<file path="src/rtl/hs_sync_fifo.sv">
// Synchronous FIFO with valid/ready handshakes, occupancy count, threshold flags and sticky error flags.
// MODE selects a registered-read ("STD") output stage or a first-word-fall-through ("FWFT") output stage.
module hs_sync_fifo #(
    parameter int    DATA_WIDTH = 8,
    parameter int    DATA_DEPTH = 16,
    parameter string MODE       = "STD",
    parameter int    AFULL_TH   = DATA_DEPTH - 2,
    parameter int    AEMPTY_TH  = 2
) (
    input  logic                            clk,
    input  logic                            rst_n,
    input  logic                            flush,
    input  logic                            s_valid,
    input  logic [DATA_WIDTH-1:0]           s_data,
    output logic                            s_ready,
    input  logic                            m_ready,
    output logic                            m_valid,
    output logic [DATA_WIDTH-1:0]           m_data,
    output logic [$clog2(DATA_DEPTH+1)-1:0] count,
    output logic                            full,
    output logic                            empty,
    output logic                            almost_full,
    output logic                            almost_empty,
    output logic                            overflow,
    output logic                            underflow
);

    localparam int CNT_W   = $clog2(DATA_DEPTH + 1);
    localparam int PTR_W   = $clog2(DATA_DEPTH);
    localparam bit IS_FWFT = (MODE == "FWFT");

    logic [DATA_WIDTH-1:0] mem [DATA_DEPTH];
    logic [PTR_W-1:0]      wr_ptr;
    logic [PTR_W-1:0]      rd_ptr;
    logic                  push;
    logic                  pop;

    // Explicit wrap so non-power-of-two depths never index past the last entry.
    function automatic logic [PTR_W-1:0] next_ptr(input logic [PTR_W-1:0] p);
        return (p == PTR_W'(DATA_DEPTH - 1)) ? '0 : p + 1'b1;
    endfunction

    assign full         = (count == CNT_W'(DATA_DEPTH));
    assign empty        = (count == '0);
    assign s_ready      = !full;
    assign almost_full  = (count >= CNT_W'(AFULL_TH));
    assign almost_empty = (count <= CNT_W'(AEMPTY_TH));

    assign push = s_valid && !full && !flush;
    assign pop  = m_ready && !empty && !flush;

    always_ff @(posedge clk or negedge rst_n) begin
        if (!rst_n) begin
            wr_ptr    <= '0;
            rd_ptr    <= '0;
            count     <= '0;
            overflow  <= 1'b0;
            underflow <= 1'b0;
        end else if (flush) begin
            wr_ptr    <= '0;
            rd_ptr    <= '0;
            count     <= '0;
            overflow  <= 1'b0;
            underflow <= 1'b0;
        end else begin
            if (push) wr_ptr <= next_ptr(wr_ptr);
            if (pop)  rd_ptr <= next_ptr(rd_ptr);
            case ({push, pop})
                2'b10:   count <= count + 1'b1;
                2'b01:   count <= count - 1'b1;
                default: count <= count;
            endcase
            if (s_valid && full) overflow <= 1'b1;
            if (!IS_FWFT && m_ready && empty) underflow <= 1'b1;
        end
    end

    // Storage is deliberately left out of reset and flush.
    always_ff @(posedge clk) begin
        if (push) mem[wr_ptr] <= s_data;
    end

    if (IS_FWFT) begin : g_fwft
        assign m_valid = !empty;
        assign m_data  = mem[rd_ptr];
    end else begin : g_std
        always_ff @(posedge clk or negedge rst_n) begin
            if (!rst_n) begin
                m_valid <= 1'b0;
                m_data  <= '0;
            end else if (flush) begin
                m_valid <= 1'b0;
            end else begin
                m_valid <= pop;
                if (pop) m_data <= mem[rd_ptr];
            end
        end
    end

endmodule
</file>
<file path="config.mk">
export PLATFORM = sky130hd
export DESIGN_NAME = hs_sync_fifo
export DESIGN_NICKNAME = d
export VERILOG_FILES = /design/src/rtl/hs_sync_fifo.sv
export SDC_FILE = /design/constraint.sdc
export NUM_CORES = 1
export LEC_CHECK = 0
export CAP_MARGIN = 20
export CORE_MARGIN = 2
export CORE_UTILIZATION = 40
export DETAILED_ROUTE_END_ITERATION = 8
export PLACE_DENSITY_LB_ADDON = 0.3
export SLEW_MARGIN = 5
export SYNTH_ARGS = -nofsm -noshare
export SYNTH_HDL_FRONTEND = slang
export SYNTH_SLANG_ARGS = --single-unit
export TNS_END_PERCENT = 10
</file>
<file path="constraint.sdc">
create_clock -name clk -period 3.4 [get_ports clk]
set_input_delay 0.34 -clock clk [delete_from_list [all_inputs] [get_ports clk]]
set_output_delay 0.34 -clock clk [all_outputs]
set_load 0.1 [all_outputs]
</file>
==> flow_summary.ini, run 1 <==
[placement]
dpl_worst_slack_ns = 0.391
dpl.hpwl_um = 8000
numPortBuffers = 33
routabilityCongestion = 0.805

[clocking]
postCtsResizedCells = 0
cts_buffers = 17
cts.clk_slew.worst_paths_ns = 0.06
clock_path_buffers = 2
postCtsHoldBufs = 0
cts_tree = yes
post-cts-setup-buffers = 0
clkLatencyLatePin_ns = 0.42
cts_num_sinks = 152
root_buffer = clkbuf_16
htree_levels = 4

[route]
wirelength_um = 12700
vias = 3434
avgRoutedWirePerCell_um = 19.4
via_per_inst = 5.27
drc_errors = 0
drt_iter0_drc = 288
drtPass1Iterations = 4
detail-route-antenna-nets = 0

[floorplanning]
core_area_um2 = 15700
row_count = 46
dieArea_um2 = 16900
io_pins = 34
die_width_um = 130
die_y_um = 130
start_util_pct = 40.5

[logic_synthesis]
netlist_instances = 367
synth.avg_cell_area_um2 = 17.4
syn_nets = 387
synth_edf_count = 128
ys_ff_latch = 152
synthesis.area_um2 = 6370
async_flop_share_pct = 15.8
yosys_warnings = 0
ys.flop_type = edfxtp_1
yosysUniqueCellTypes = 51
yosysSeqAreaShare_pct = 69.8

[grt]
grt_pass1_vias = 3452
antenna_found_initial = 0
grt_max_degree = 37
grt_pass1_wl_um = 19500
grt-ovfl-total = 0
track_usage_pct = 16.1

[critical_path]
crit_type = flip-flop to flip-flop
cp_cell_sequence = or4_4 > a21boi_0 > xor2_1 > ha_1 > o31ai_1 > a221oi_1 > a41o_1 > a21o_1 > a22o_1
arrival_ns = 3.33
crit_fanout = 13
slowest_stage = or4_4
cpPeakStageDelay_ns = 0.65
cp_top_family = compound AO/OA/AOI/OAI gates
cp_num_buf_inv = 0
end_kind = flip-flop
cp.required_ns = 3.71
start_kind = flip-flop

[cells_and_area]
final_common_cell = edfxtp_1
fin_util_pct = 48.7
n_antenna_cell = 0
most-common-layout-cells = edfxtp_1, nor2_1, mux4_2
syn_to_final_growth_pct = 20.2
drive_gt1_share_pct = 29.4
nets = 443

[status]
outcome = completed

[power]
peakVddDrop_uv = 441
p_per_area_nw_per_um2 = 806
leakage_nw = 2.60
totalPowerFinal_w = 0.00617

[timing]
fin_skew_ns = 0.0122
fmax_ghz = 0.331
max_slew_margin_pct = 35.2
fin_setup_tns_ns = 0
setup_violations = 0
rsz0062_at_grt = no
finalCriticalPeriod_ns = 3.03
setup_ws_ns = 0.375
slew_viol_final = 0
hold_violations = 0
worst_pin_slew_ns = 0.969
finalCritPeriodShare_pct = 89.0
timing.hold.ws_ns = 0.301

[flow_run]
drv_cap = 0

[min_path]
hp-class = input port to async pin
## stage by stage
step                cells  area (um2)
floorplan             367        6390
global placement      620        7030
detailed placement    620        7030
CTS                   652        7650
global route          652        7650
finish                652        7650
## flip-flops by register name, summed over array words and instances (netlist names)
| signal | count |
|---|---|
| mem | 128 |
| m_data | 8 |
| count | 5 |
| rd_ptr | 4 |
| wr_ptr | 4 |
| m_valid | 1 |
| overflow | 1 |
| underflow | 1 |
## where the power goes
part / internal, W / leakage [nW] / switching, W / total (W)
sequential: 0.00213 / 1.46 / 0.000179 / 0.00231
combinational: 0.000659 / 0.838 / 0.00125 / 0.00191
clock: 0.00120 / 0.302 / 0.000750 / 0.00195
total: 0.00399 / 2.60 / 0.00218 / 0.00617
## routing by layer
metal  track usage [%]  part of all wire, %  vias up  wire (um)
met5                 0                    0        -          0
met2              26.8                   52       76       6550
met4              6.20                  1.5        0        187
li1                  -                    -     1555          -
met3              4.22                  4.0       14        512
met1              20.2                   43     1789       5400
## cells in the mapped netlist, types with 2 or more instances
master	instances	area, um2
o21ai_0	5	25.0
clkbuf_1	7	26.3
a22o_1	2	17.5
mux4_2	32	721
xnor2_1	2	17.5
ha_1	7	87.6
buf_1	3	11.3
o22ai_1	8	50.1
or3_1	2	12.5
buf_4	3	22.5
a21o_1	2	15.0
inv_1	5	18.8
a21boi_2	2	22.5
xor2_1	3	26.3
nand2b_1	4	25.0
a221oi_1	2	17.5
nand2_1	17	63.8
a211o_1	2	17.5
a311oi_1	2	17.5
nor2_1	40	150
mux2_2	17	191
buf_2	3	15.0
nor2_2	2	12.5
nor3_1	4	20.0
dfrtp_1	24	601
edfxtp_1	128	3840
buf_6	3	33.8
a21oi_1	13	65.1
## path summary, 6_finish.rpt
path	start	depth (start not counted)	endpoint	slack [ns]
worst max-delay path	count[1]	9	count[4]	0.37
worst min-delay path	rst_n	2	count[4]	0.30
worst max register to register	count[1]	9	count[4]	0.37
worst min register to register	m_data[4]	2	m_data[4]	0.49
max in group asynchronous	rst_n	2	rd_ptr[0]	2.82
min in group clk	m_data[4]	2	m_data[4]	0.49
## cell type report
| cell class | count | area, um2 |
|---|---|---|
| Clock inverter | 13 | 171 |
| Sequential cell | 152 | 4450 |
| Clock buffer | 19 | 453 |
| Multi-Input combinational cell | 190 | 1800 |
| Tap cell | 216 | 270 |
| Timing Repair Buffer | 57 | 493 |
| Fill cell | 1331 | 8060 |
| Inverter | 5 | 18.8 |
## kinds of logic (layout without fill, tap and decap cells)
group | count (synthesis) | in the layout | synth area share [%]
mux | 51 | 51 | 14.7
buf+inv | 25 | 94 | 2.22
flops | 152 | 152 | 69.8
xor+xnor | 5 | 5 | 0.688
compound gates | 47 | 47 | 5.19
fa+ha+maj | 7 | 7 | 1.37
simple gates | 80 | 80 | 6.11
Note: power is estimated with default switching activity, not from simulation.
==> inputs of run 2 (changes only) <==
--- a/config.mk
+++ b/config.mk
@@ -10,7 +10,6 @@
 export CORE_UTILIZATION = 40
 export DETAILED_ROUTE_END_ITERATION = 8
 export PLACE_DENSITY_LB_ADDON = 0.3
-export SLEW_MARGIN = 5
 export SYNTH_ARGS = -nofsm -noshare
 export SYNTH_HDL_FRONTEND = slang
 export SYNTH_SLANG_ARGS = --single-unit
==> results of run 2 <==
No change in the layout: final DEF, timing and power equal those of run 1.
